$ cat src/rtl/sevenseg_scan_ctl.sv
// Time-multiplexed scan controller for an N-digit common-anode seven-segment display.
// Stores one control word per digit, scans with an all-off guard interval and per-digit blink.
module sevenseg_scan_ctl #(
  parameter int unsigned N         = 8,
  parameter int unsigned DIVISOR   = 100000,
  parameter int unsigned GUARD     = 4,
  parameter int unsigned BLINK_DIV = 128
) (
  input  logic         clk,
  input  logic         rst,
  input  logic         we,
  input  logic [2:0]   waddr,
  input  logic [6:0]   wdata,
  input  logic [N-1:0] blink_mask,
  output logic [N-1:0] an_n,
  output logic [6:0]   dig,
  output logic [2:0]   idx
);

  localparam int unsigned PW = (DIVISOR > 1) ? $clog2(DIVISOR) : 1;
  localparam int unsigned BW = (BLINK_DIV > 1) ? $clog2(BLINK_DIV) : 1;

  localparam logic [PW-1:0] TickVal   = PW'(DIVISOR - 1);
  localparam logic [PW-1:0] GuardVal  = PW'(GUARD);
  localparam logic [2:0]    LastIdx   = 3'(N - 1);
  localparam logic [BW-1:0] LastRound = BW'(BLINK_DIV - 1);
  localparam logic [6:0]    Blank     = 7'b1000000;

  logic [PW-1:0] psc_q, psc_d;
  logic [2:0]    idx_q, idx_d;
  logic [BW-1:0] rnd_q, rnd_d;
  logic          phase_q, phase_d;
  logic [6:0]    reg_q [N];
  logic [6:0]    reg_d [N];
  logic [N-1:0]  an_n_q, an_n_d;
  logic [6:0]    dig_q, dig_d;
  logic          tick;

  assign tick = (psc_q == TickVal);

  always_comb begin
    psc_d   = tick ? '0 : psc_q + 1'b1;
    idx_d   = idx_q;
    rnd_d   = rnd_q;
    phase_d = phase_q;
    if (tick) begin
      if (idx_q == LastIdx) begin
        idx_d = '0;
        // Round wrap: advance the blink round counter, toggling phase at its end.
        if (rnd_q == LastRound) begin
          rnd_d   = '0;
          phase_d = ~phase_q;
        end else begin
          rnd_d = rnd_q + 1'b1;
        end
      end else begin
        idx_d = idx_q + 1'b1;
      end
    end
  end

  always_comb begin
    for (int i = 0; i < int'(N); i++) begin
      reg_d[i] = reg_q[i];
      if (we && (waddr == 3'(i))) reg_d[i] = wdata;
    end
  end

  // Outputs are decoded from the current state and registered.
  always_comb begin
    an_n_d = '1;
    dig_d  = Blank;
    for (int i = 0; i < int'(N); i++) begin
      if (idx_q == 3'(i)) begin
        an_n_d[i] = (psc_q < GuardVal);
        dig_d     = reg_q[i];
        dig_d[6]  = reg_q[i][6] | (phase_q & blink_mask[i]);
      end
    end
  end

  always_ff @(posedge clk) begin
    if (rst) begin
      psc_q   <= '0;
      idx_q   <= '0;
      rnd_q   <= '0;
      phase_q <= 1'b0;
      an_n_q  <= '1;
      dig_q   <= Blank;
      for (int i = 0; i < int'(N); i++) reg_q[i] <= Blank;
    end else begin
      psc_q   <= psc_d;
      idx_q   <= idx_d;
      rnd_q   <= rnd_d;
      phase_q <= phase_d;
      an_n_q  <= an_n_d;
      dig_q   <= dig_d;
      for (int i = 0; i < int'(N); i++) reg_q[i] <= reg_d[i];
    end
  end

  assign an_n = an_n_q;
  assign dig  = dig_q;
  assign idx  = idx_q;

endmodule

$ cat config.mk
export PLATFORM = sky130hd
export DESIGN_NAME = sevenseg_scan_ctl
export DESIGN_NICKNAME = d
export VERILOG_FILES = /design/src/rtl/sevenseg_scan_ctl.sv
export SDC_FILE = /design/constraint.sdc
export NUM_CORES = 1
export LEC_CHECK = 0
export ABC_AREA = 0
export BUFFER_PORTS_ARGS = -buffer_cell sky130_fd_sc_hd__buf_2
export CAP_MARGIN = 20
export CORE_AREA = 2 2 92 94
export DETAILED_ROUTE_END_ITERATION = 8
export DIE_AREA = 0 0 94 96
export HOLD_SLACK_MARGIN = 0.06
export PLACE_DENSITY = 0.76
export SYNTH_ARGS = -nofsm -noshare
export SYNTH_HDL_FRONTEND = slang
export SYNTH_SLANG_ARGS = --single-unit
$ cat constraint.sdc
create_clock -name clk -period 5.2 [get_ports clk]
set_clock_uncertainty 0.1 [all_clocks]
set_input_delay 0.78 -clock clk [delete_from_list [all_inputs] [get_ports clk]]
set_output_delay 0.78 -clock clk [all_outputs]
set_load 0.02 [all_outputs]
==> reports/metrics.csv, run 1 <==
stage;metric;value;unit
setup_path;arrival;2.85;ns
worst_hold_path;hold_path_depth;2;
layout;area_delta_synth_final;8.12;%
worst_hold_path;hp-start;reg_q[1][5];
synthesis;synth_area;4360;sq um
clock_tree;cts_sinks;99;
synthesis;synth_fp_nets;551;
layout;fin_cells;649;
synthesis;synth_edf_count;0;
route;drc;0;
die;die_w;94;um
clock_tree;clkSlewWorstSetupHoldPaths;0.09;ns
synthesis;ys_warn_count;0;
setup_path;cp-end-kind;flop;
setup_path;start_kind;flop;
setup_path;critPathRequiredTime;5.39;ns
die;die_y;96;um
layout;diodes;0;
layout;drive_gt1_share;11.0;%
sta;holdWs;0.362;ns
sta;relSlewSlack;32.1;%
synthesis;synth-async-reset-ratio;0;%
route;first_pass_iters;5;
clock_tree;cts_tree;done;
global_routing;antenna_found_initial;0;
global_routing;grt_usage;23.6;%
die;placement_rows;33;
sta;finalHoldViolCount;0;
global_routing;grt_pass1_vias;3571;
setup_path;startpoint;psc_q[0];
clock_tree;clockBufferDepth;2;
layout;final_cell_mix;dfxtp_1, nand2_1, nor2_1, a21oi_1, buf_2;
sta;fmax;376;MHz
route;via_count;3718;
synthesis;ys_seq_area_share;45.5;%
route;ant_nets;0;
power_and_ir_drop;leakagePower;1.66;nW
worst_hold_path;hp-class;flop to flop;
setup_path;rr_startpoint;psc_q[0];
synthesis;yosysUniqueCellTypes;47;
sta;grt_setup_unrepaired;false;
global_routing;grt_max_degree;51;
setup_path;reg2reg_depth;6;
layout;final_common_cell;dfxtp_1;
outcome;status;finished clean;
layout;final_nets;568;
clock_tree;numCtsBuffers;9;
setup_path;cp_max_fo;11;
synthesis;synth_top_flop_cell;dfxtp_1;
die;start_util;54.1;%
die;dieArea;9020;sq um
sta;slew_viol_final;0;
sta;timing_worst_slew_pin_value;1.01;ns
sta;fin_setup_tns;0;ns
place;portBuffers;38;
route;drt_wl_total;10.2;mm
clock_tree;cts-htree-levels;3;
global_routing;grt_remaining_overflow;0;
place;placed_cells_incl_taps;633;
worst_hold_path;hold_end;reg_q[1][5];
setup_path;crit_type;flop to flop;
clock_tree;post_cts_buffers;0;
sta;post-route-period-util;51.1;%
setup_path;timing.rr.end;rnd_q[6];
clock_tree;cts_resized;0;
power_and_ir_drop;cellPowerDensity;277;nW/um^2
clock_tree;cts-root-buf;clkbuf_8;
route;dr.first_iter.drc_count;183;
route;viasPerCell;5.73;
layout;nFillCells;750;
synthesis;ys_ff_latch;99;
synthesis;avgSynthCellArea;8.35;sq um
die;fp.coreArea;8050;sq um
sta;period_minus_slack;2.66;ns
place;hpwl;7.22;mm
global_routing;grt_pass1_wl;16.8;mm
power_and_ir_drop;ir_drop;157;uV
clock_tree;clk_latency;0.36;ns
die;io_pins;39;
sta;setup_violations;0;
place;place_congestion;0.809;
run;drv_cap;0;
synthesis;synth_cells;522;
setup_path;r2r_slack;2.54;ns
clock_tree;ctsHoldBuffers;0;
route;avgRoutedWirePerCell;15.7;um
cells by family (layout without fill, tap and decap cells):
group | Yosys count | count (layout) | share of synthesized area, %
AO/OA/AOI/OAI | 101 | 101 | 15.2
XOR/XNOR | 16 | 16 | 3.21
adder cells (fa/ha/maj) | 8 | 8 | 2.30
buffers and inverters | 55 | 77 | 5.34
flip-flops | 99 | 99 | 45.5
multiplexers | 26 | 26 | 5.97
AND/OR/NAND/NOR | 217 | 217 | 22.6
worst max-delay path, stage by stage (launching register included):
cell and delay, ns:
dfxtp_1 0.39, ha_1 0.23, nand3_1 0.12, nor4_1 0.61, nand3_1 0.42, or4_1 0.57
a21oi_1 0.15
stage by stage:
stage	utilization (%)	worst slack, ns	instance area (sq um)	power [mW]
final	58.5	2.54	4710	1.30
after global routing	58.5	2.35	4710	1.36
after CTS	58.5	2.59	4710	1.31
after detailed placement	56.4	2.59	4540	0.868
after global placement	56.4	2.69	4540	0.865
after floorplan	-	3.06	4360	0.845
layer usage:
layer	part of all wire (%)	routed length [um]	global-route usage, %	up-vias
met5	0	0	0	-
li1	-	-	-	1834
met2	50	5130	43.4	104
met3	5.4	549	5.40	18
met1	42	4330	27.1	1762
met4	1.9	193	8.09	0
sequential cells by signal, indices dropped and copies added, names as in the netlist:
name,cells
psc_q,17
rnd_q,7
idx,3
an_n,8
reg_q,56
dig,7
phase_q,1
synth_stat cells, types with 4 or more instances:
cell type / number / share of area (%)
nand2_1: 93 / 8.0
nor2_1: 63 / 5.4
inv_1: 22 / 1.9
xor2_1: 7 / 1.4
clkbuf_1: 18 / 1.5
o2111a_1: 6 / 1.5
xnor2_1: 9 / 1.8
buf_1: 11 / 0.95
nand4_1: 7 / 1.0
ha_1: 8 / 2.3
a211o_1: 4 / 0.80
nor2b_1: 5 / 0.72
o22ai_1: 6 / 0.86
a21oi_1: 44 / 5.1
a221oi_1: 12 / 2.4
nand3b_1: 5 / 0.86
nand2b_1: 4 / 0.57
nor3_1: 7 / 0.80
dfxtp_1: 99 / 45
a211oi_1: 4 / 0.69
mux2i_1: 26 / 6.0
nand3_1: 12 / 1.4
o21ai_0: 10 / 1.1
nor4_1: 6 / 0.86
worst max-delay path by stage:
stage           endpoint  depth (start not counted)
2_1_floorplan  psc_q[10]                          7
3_3_place_gp    rnd_q[6]                          6
3_5_place_dp    rnd_q[6]                          6
4_1_cts         rnd_q[6]                          6
5_1_grt         rnd_q[6]                          5
6_report        rnd_q[6]                          6
where the power goes:
group	internal, mW	switching, mW	total (mW)
Combinational	0.0251	0.0478	0.0730
Clock	0.177	0.275	0.452
Sequential	0.771	0.00749	0.778
area by class of cell:
cell class / instances / area (sq um) / share of cell area [%]
multi-input cells: 368 / 2140 / 45.5
flip-flops and latches: 99 / 1980 / 42.0
repair buffers: 39 / 198 / 4.19
well taps: 105 / 131 / 2.79
clock buffers: 9 / 124 / 2.63
inverters: 22 / 82.6 / 1.75
clock inverters: 7 / 51.3 / 1.09
No activity file was read; power rests on OpenSTA's default activity.
==> inputs of run 2 (changes only) <==
- ABC_AREA: 0 -> 1
- CORE_AREA: 2 2 92 94 -> 2 2 95 97
- DIE_AREA: 0 0 94 96 -> 0 0 97 99
- clock period: 5.2 -> 2.25 ns (I/O delays scaled with it)
==> run 2 against run 1 <==
  * Core utilization is essentially flat
  * Register-to-register slack got worse by 2.3 ns
  * Clock-buffer cell count rose by 1
  * Synthesized area increased by 2.6%
==> reports/metrics.csv, run 2 <==
stage;metric;value;unit;change
global_routing;grt_usage;24.4;%;was 23.6%
power_and_ir_drop;p_clk_share;41.3;%;was 34.7%
layout;nFillCells;810;;was 750
setup_path;critPathTopFamily;simple AND/OR/NAND/NOR gates;;unchanged
sta;fin_setup_tns;0;ns;unchanged
power_and_ir_drop;cellPowerDensity;680;nW/um^2;was 277 nW/um^2
route;drc;0;;unchanged
synthesis;ys_warn_count;0;;unchanged
setup_path;r2r_slack;0.23;ns;was 2.54 ns
power_and_ir_drop;comb_power_share;5.3;%;was 5.6%
clock_tree;cts_tree;done;;unchanged
synthesis;synth_fp_nets;668;;was 551
sta;fmax;495;MHz;was 376 MHz
layout;final_nets;703;;was 568
global_routing;antenna_found_initial;0;;unchanged
synthesis;synth_area;4470;sq um;was 4360 sq um
synthesis;synth_top_flop_cell;dfxtp_1;;unchanged
synthesis;synth_cells;639;;was 522
die;die_y;99;um;was 96 um
synthesis;synth_area_leaders;dfxtp_1, nor2_1, nand2_1;;was dfxtp_1, nand2_1, mux2i_1
route;first_pass_iters;6;;was 5
clock_tree;clkSlewWorstSetupHoldPaths;0.10;ns;was 0.09 ns
setup_path;start_kind;flop;;unchanged
synthesis;synthTopCellsByCount;nor2_1, nand2_1, dfxtp_1;;was dfxtp_1, nand2_1, nor2_1
clock_tree;cts-htree-levels;3;;unchanged
clock_tree;numCtsBuffers;9;;unchanged
setup_path;worst_path_max_delay_cell;dfxtp_1;;was nor4_1
synthesis;avgSynthCellArea;7.00;sq um;was 8.35 sq um
die;dieArea;9600;sq um;was 9020 sq um
route;avgRoutedWirePerCell;14.3;um;was 15.7 um
power_and_ir_drop;leakagePower;2.24;nW;was 1.66 nW
layout;final_common_cell;nor2_1;;was dfxtp_1
setup_path;crit_chain;inv_1, ha_1, inv_1, nor2_2, nand2_1, nand3_1, nand3_1, nand2_1, nand2_1, nand3_1, nand2_1, a21oi_1;;was ha_1, nand3_1, nor4_1, nand3_1, or4_1, a21oi_1
place;place_congestion;0.908;;was 0.809
clock_tree;clockBufferDepth;2;;unchanged
layout;diodes;0;;unchanged
setup_path;cp_num_buf_inv;2;;was 0
die;start_util;52.3;%;was 54.1%
outcome;status;finished clean;;unchanged
sta;post-route-period-util;89.7;%;was 51.1%
layout;final_cell_mix;nor2_1, nand2_1, dfxtp_1, o21ai_0, inv_1;;was dfxtp_1, nand2_1, nor2_1, a21oi_1, buf_2
die;io_pins;39;;unchanged
layout;utilization;58.5;%;about the same
sta;period_minus_slack;2.02;ns;was 2.66 ns
sta;relSlewSlack;30.1;%;was 32.1%
sta;slew_viol_final;0;;unchanged
power_and_ir_drop;swShare;23.0;%;was 25.3%
power_and_ir_drop;p_sw;781;uW;was 330 uW
synthesis;synth_area_leader_cell;dfxtp_1;;unchanged
clock_tree;clk_latency;0.37;ns;was 0.36 ns
synthesis;synth-async-reset-ratio;0;%;unchanged
setup_path;crit_type;flop to flop;;unchanged
synthesis;synth.most_common_cell;nor2_1;;was dfxtp_1
synthesis;yosysUniqueCellTypes;32;;was 47
global_routing;grt_pass1_vias;4013;;was 3571
power_and_ir_drop;p_seq_share;53.4;%;was 59.7%
clock_tree;cts-root-buf;clkbuf_8;;unchanged
die;placement_rows;34;;was 33
die;die_w;97;um;was 94 um
power_and_ir_drop;p_int;2.62;mW;was 973 uW
sta;finalHoldViolCount;0;;unchanged
layout;regMostFlops;reg_q;;unchanged
setup_path;cp-end-kind;flop;;unchanged
sta;fin_ws;0.231;ns;was 2.54 ns
route;via_count;4207;;was 3718
place;portBuffers;38;;unchanged
worst_hold_path;hp-class;input pin to flop;;was flop to flop
clock_tree;cts_sinks;99;;unchanged
route;drt_wl_total;11.3;mm;was 10.2 mm
setup_path;critPathRequiredTime;2.45;ns;was 5.39 ns
setup_path;cp_max_fo;8;;was 11
setup_path;cpMostUsedCell;nand2_1;;was nand3_1
route;viasPerCell;5.35;;was 5.73
global_routing;grt_pass1_wl;18.9;mm;was 16.8 mm
clock_tree;post_cts_buffers;0;;unchanged
place;dpl_worst_slack;0.243;ns;was 2.59 ns
route;ant_nets;0;;unchanged
run;drv_cap;0;;unchanged
power_and_ir_drop;ir_drop;363;uV;was 157 uV
die;fp.coreArea;8550;sq um;was 8050 sq um
route;dr.first_iter.drc_count;272;;was 183
sta;grt_setup_unrepaired;false;;unchanged
synthesis;ys_ff_latch;99;;unchanged
sta;setup_violations;0;;unchanged
place;hpwl;8.06;mm;was 7.22 mm
synthesis;synth_edf_count;0;;unchanged
global_routing;grt_max_degree;36;;was 51
clock_tree;ctsHoldBuffers;0;;unchanged
synthesis;synth_top_area_share;44.3;%;was 45.5%
layout;area_delta_synth_final;11.9;%;was 8.12%
layout;drive_gt1_share;12.7;%;was 11.0%
setup_path;cpPeakStageDelay;0.36;ns;was 0.61 ns
synthesis;ys_seq_area_share;44.3;%;was 45.5%
sta;timing_worst_slew_pin_value;1.03;ns;was 1.01 ns
setup_path;arrival;2.22;ns;was 2.85 ns
layout;largest_reg_flops;56;;unchanged
global_routing;grt_remaining_overflow;0;;unchanged
run 2: changes by cell type in the layout (fill, tap and decap cells not counted), sizes merged, moves of 5 or more:
| cell | previous run | this run |
|---|---|---|
| nor2 | 63 | 146 |
| o21ai | 11 | 61 |
| inv | 25 | 61 |
| nand2 | 93 | 127 |
| nand3 | 12 | 43 |
| mux2i | 26 | 0 |
| a21oi | 44 | 31 |
| a221oi | 12 | 0 |
| xnor2 | 9 | 1 |
| buf | 39 | 46 |
| o2111a | 6 | 0 |
| nand3b | 5 | 0 |
| nor2b | 5 | 0 |
| o22ai | 6 | 1 |
run 2: layout make-up:
cell class                      count  area [sq um]  share of cell area [%]
Sequential cell                    99          1980                    39.6
Clock inverter                      6           111                    2.22
Timing Repair Buffer               46           250                    5.00
Tap cell                          108           135                    2.70
Inverter                           60           225                    4.50
Clock buffer                       10           138                    2.75
Multi-Input combinational cell    458          2160                    43.2
run 2: final timing paths:
path / from / to / cells after the start
worst max register to register: idx[1] / dig[2] / 12
worst max-delay path: idx[1] / dig[2] / 12
worst min register to register: psc_q[0] / psc_q[0] / 1
worst min-delay path: rst / rnd_q[4] / 2
run 2: timing repair:
item,4_1_cts,5_1_grt
resized for setup,0,1
endpoints found under the setup margin,0,1
endpoints found under the hold margin,0,0
run 2: worst reg2reg max path: stages (launching register included):
cell,delay (ns)
dfxtp_1,0.36
inv_1,0.10
ha_1,0.20
inv_1,0.14
nor2_2,0.29
nand2_1,0.08
nand3_1,0.15
nand3_1,0.08
nand2_1,0.08
nand2_1,0.05
nand3_1,0.10
nand2_1,0.08
a21oi_1,0.13
run 2: power groups by stage:
stage                     logic (mW)  registers [mW]  clock network [mW]
final                          0.180            1.82                1.41
after global routing           0.201            1.82                1.50
after CTS                      0.177            1.82                1.43
after detailed placement       0.176            1.86                   0
after global placement         0.171            1.86                   0
after floorplan                0.111            1.85                   0
run 2: logic make-up after synthesis:
kind of cell               count (synthesis)  share of synthesized area [%]
adders and majority gates                  8                           2.24
and+or+nand+nor                          343                           33.0
xor gates and xnor gates                  11                           2.15
AOI/OAI and AO/OA                         96                           11.0
DFF                                       99                           44.3
buffers and inverters                     82                           7.33
run 2: stage by stage:
step           area (sq um)  total power, mW  std cells  hold slack, ns
2_1_floorplan          4470             1.96        639           0.317
3_3_place_gp           4750             2.03        771           0.328
3_5_place_dp           4750             2.03        771           0.343
4_1_cts                5000             3.42        787           0.203
5_1_grt                5010             3.52        787           0.222
6_report               5010             3.40        787           0.220
run 2: routing by layer:
| metal | vias up | GRT usage (%) | part of all wire (%) |
|---|---|---|---|
| met1 | 1940 | 32.0 | 44 |
| met3 | 27 | 4.61 | 6.5 |
| li1 | 2101 | - | - |
| met2 | 139 | 40.1 | 46 |
| met5 | - | 0 | 0 |
| met4 | 0 | 9.75 | 2.8 |
==> inputs of run 3 (changes only) <==
- ABC_AREA: 1 -> default
- CORE_AREA: 2 2 95 97 -> 2 2 94 96
- DIE_AREA: 0 0 97 99 -> 0 0 96 98
==> run 3 against run 2 <==
  * Hold slack worse by 0.029 ns
  * Total power is 5.7% lower
  * Final cell count is 15% lower
  * Core utilization is 0.28 points lower
  * Register-to-register slack worse by 0.11 ns
  * Sequential power hardly changed
  * Fmax is 5.1% lower
==> reports/metrics.csv, run 3 (synthesized netlist as in run 1, its figures left out) <==
stage;metric;value;unit;change
sta;fmax;470;MHz;was 495 MHz
sta;fin_setup_tns;0;ns;unchanged
layout;drive_gt1_share;14.4;%;was 12.7%
global_routing;grt_remaining_overflow;0;;unchanged
layout;final_common_cell;dfxtp_1;;was nor2_1
power_and_ir_drop;power;3.21;mW;was 3.40 mW
die;placement_rows;34;;unchanged
layout;nFillCells;757;;was 810
sta;post-route-period-util;94.5;%;was 89.7%
route;first_pass_iters;5;;was 6
layout;utilization;58.3;%;was 58.5%
die;dieArea;9410;sq um;was 9600 sq um
setup_path;critPathTopFamily;compound AO/OA/AOI/OAI gates;;was simple AND/OR/NAND/NOR gates
sta;timing_worst_slew_pin_value;0.687;ns;was 1.03 ns
die;fp.coreArea;8470;sq um;was 8550 sq um
layout;multi_input_area;2150;sq um;was 2160 sq um
route;ant_nets;0;;unchanged
clock_tree;cts_sinks;99;;unchanged
clock_tree;cts-root-buf;clkbuf_8;;unchanged
worst_hold_path;hp-class;input pin to flop;;unchanged
sta;grt_setup_unrepaired;true;;was false
global_routing;grt_usage;23.4;%;was 24.4%
place;portBuffers;38;;unchanged
setup_path;cp_max_fo;10;;was 8
place;dpl_cell_area;4700;sq um;was 4750 sq um
setup_path;crit_type;flop to flop;;unchanged
setup_path;r2r_slack;0.12;ns;was 0.23 ns
route;viasPerCell;5.71;;was 5.35
die;die_w;96;um;was 97 um
global_routing;grt_pass1_vias;3675;;was 4013
clock_tree;cts-htree-levels;3;;unchanged
power_and_ir_drop;leakagePower;1.78;nW;was 2.24 nW
setup_path;endpoint;dig[5];;was dig[2]
clock_tree;cts_tree;done;;unchanged
route;avgRoutedWirePerCell;15.5;um;was 14.3 um
route;via_count;3830;;was 4207
place;place_congestion;0.850;;was 0.908
run;drv_cap;0;;unchanged
clock_tree;ctsHoldBuffers;0;;unchanged
layout;regMostFlops;reg_q;;unchanged
layout;seq_area;1980;sq um;about the same
setup_path;worst_path_max_delay_cell;ha_1;;was dfxtp_1
sta;finalHoldViolCount;0;;unchanged
layout;design_area;4930;sq um;was 5010 sq um
setup_path;critPathRequiredTime;2.34;ns;was 2.45 ns
global_routing;grt_max_degree;69;;was 36
route;dr.first_iter.drc_count;261;;was 272
setup_path;cp.depth;6;;was 12
layout;diodes;0;;unchanged
power_and_ir_drop;ir_drop;404;uV;was 363 uV
die;io_pins;39;;unchanged
setup_path;crit_chain;inv_1, ha_1, inv_1, o2111a_1, o22ai_1, a221oi_1;;was inv_1, ha_1, inv_1, nor2_2, nand2_1, nand3_1, nand3_1, nand2_1, nand2_1, nand3_1, nand2_1, a21oi_1
die;start_util;51.5;%;was 52.3%
clock_tree;clk_latency;0.36;ns;was 0.37 ns
layout;largest_reg_flops;56;;unchanged
layout;area_delta_synth_final;13.1;%;was 11.9%
setup_path;cp-end-kind;flop;;unchanged
clock_tree;clockBufferDepth;2;;unchanged
die;die_y;98;um;was 99 um
clock_tree;numCtsBuffers;9;;unchanged
setup_path;timing.rr.end;dig[5];;was dig[2]
outcome;status;finished clean;;unchanged
setup_path;arrival;2.22;ns;about the same
setup_path;start_kind;flop;;unchanged
layout;final_cell_mix;dfxtp_1, nand2_1, nor2_1, a21oi_1, buf_2;;was nor2_1, nand2_1, dfxtp_1, o21ai_0, inv_1
route;drc;0;;unchanged
clock_tree;clkSlewWorstSetupHoldPaths;0.09;ns;was 0.10 ns
route;drt_wl_total;10.4;mm;was 11.3 mm
sta;relSlewSlack;54.2;%;was 30.1%
setup_path;reg2reg_depth;6;;was 12
sta;slew_viol_final;0;;unchanged
setup_path;rr_startpoint;idx[0];;was idx[1]
layout;final_nets;588;;was 703
setup_path;cp_num_buf_inv;2;;unchanged
sta;setup_violations;0;;unchanged
sta;period_minus_slack;2.13;ns;was 2.02 ns
power_and_ir_drop;cellPowerDensity;651;nW/um^2;was 680 nW/um^2
setup_path;startpoint;idx[0];;was idx[1]
clock_tree;post_cts_buffers;0;;unchanged
global_routing;grt_pass1_wl;17.4;mm;was 18.9 mm
clock_tree;cts_resized;0;;unchanged
setup_path;cpPeakStageDelay;0.42;ns;was 0.36 ns
place;hpwl;7.32;mm;was 8.06 mm
global_routing;antenna_found_initial;0;;unchanged
setup_path;cpMostUsedCell;inv_1;;was nand2_1
==> run 3: cell count changes in the layout (fill, tap and decap cells not counted), sizes merged, moves of 6 or more <==
cell,before,now
mux2i,0,26
nand2,127,93
xnor2,1,9
nor2,146,63
inv,61,22
nand3,43,12
a221oi,0,12
o21ai,61,11
buf,46,59
a21oi,31,44
o2111a,0,6
==> run 3: where the power goes <==
group | switching, mW | total [mW] | internal [mW] | leakage, nW
Sequential | 0.0166 | 1.80 | 1.78 | 0.802
Combinational | 0.110 | 0.173 | 0.0629 | 0.880
Clock | 0.587 | 1.24 | 0.651 | 0.102
Total | 0.713 | 3.21 | 2.50 | 1.78
==> run 3: metrics by stage <==
stage / hold slack (ns) / instances / setup WS (ns)
global route: 0.189 / 671 / -0.0234
floorplan: 0.329 / 522 / 0.110
finish: 0.191 / 671 / 0.123
global placement: 0.338 / 656 / 0.157
CTS: 0.184 / 671 / 0.0780
detailed placement: 0.347 / 656 / 0.124
==> run 3: how the worst min path moves through the flow <==
stage	slack (ns)	depth (start not counted)	from	endpoint
3_5_place_dp	0.35	2	reg_q[1][25]	reg_q[1][25]
3_3_place_gp	0.34	1	psc_q[0]	psc_q[0]
2_1_floorplan	0.33	1	psc_q[0]	psc_q[0]
5_1_grt	0.19	3	blink_mask[7]	dig[6]
4_1_cts	0.18	3	blink_mask[7]	dig[6]
6_report	0.19	3	blink_mask[7]	dig[6]
==> run 3: layer usage <==
layer  global-route usage [%]  vias to the layer above  share of wire (%)
li1                         -                     1867                  -
met1                     29.5                     1829                 43
met2                     39.1                      122                 50
met3                     5.02                       12                5.4
met4                     7.91                        0                1.3
met5                        0                        -                  0
==> run 3: area by class of cell <==
cell class / count / share of cell area [%]
Multi-Input combinational cell: 368 / 43.7
Clock inverter: 4 / 1.52
Timing Repair Buffer: 59 / 7.31
Inverter: 22 / 1.67
Tap cell: 108 / 2.74
Sequential cell: 99 / 40.2
Clock buffer: 11 / 2.87
==> run 3: tightest hold or removal path, stage by stage <==
cell,delay (ns)
buf_2,0.10
nand2_1,0.06
a32oi_1,0.09
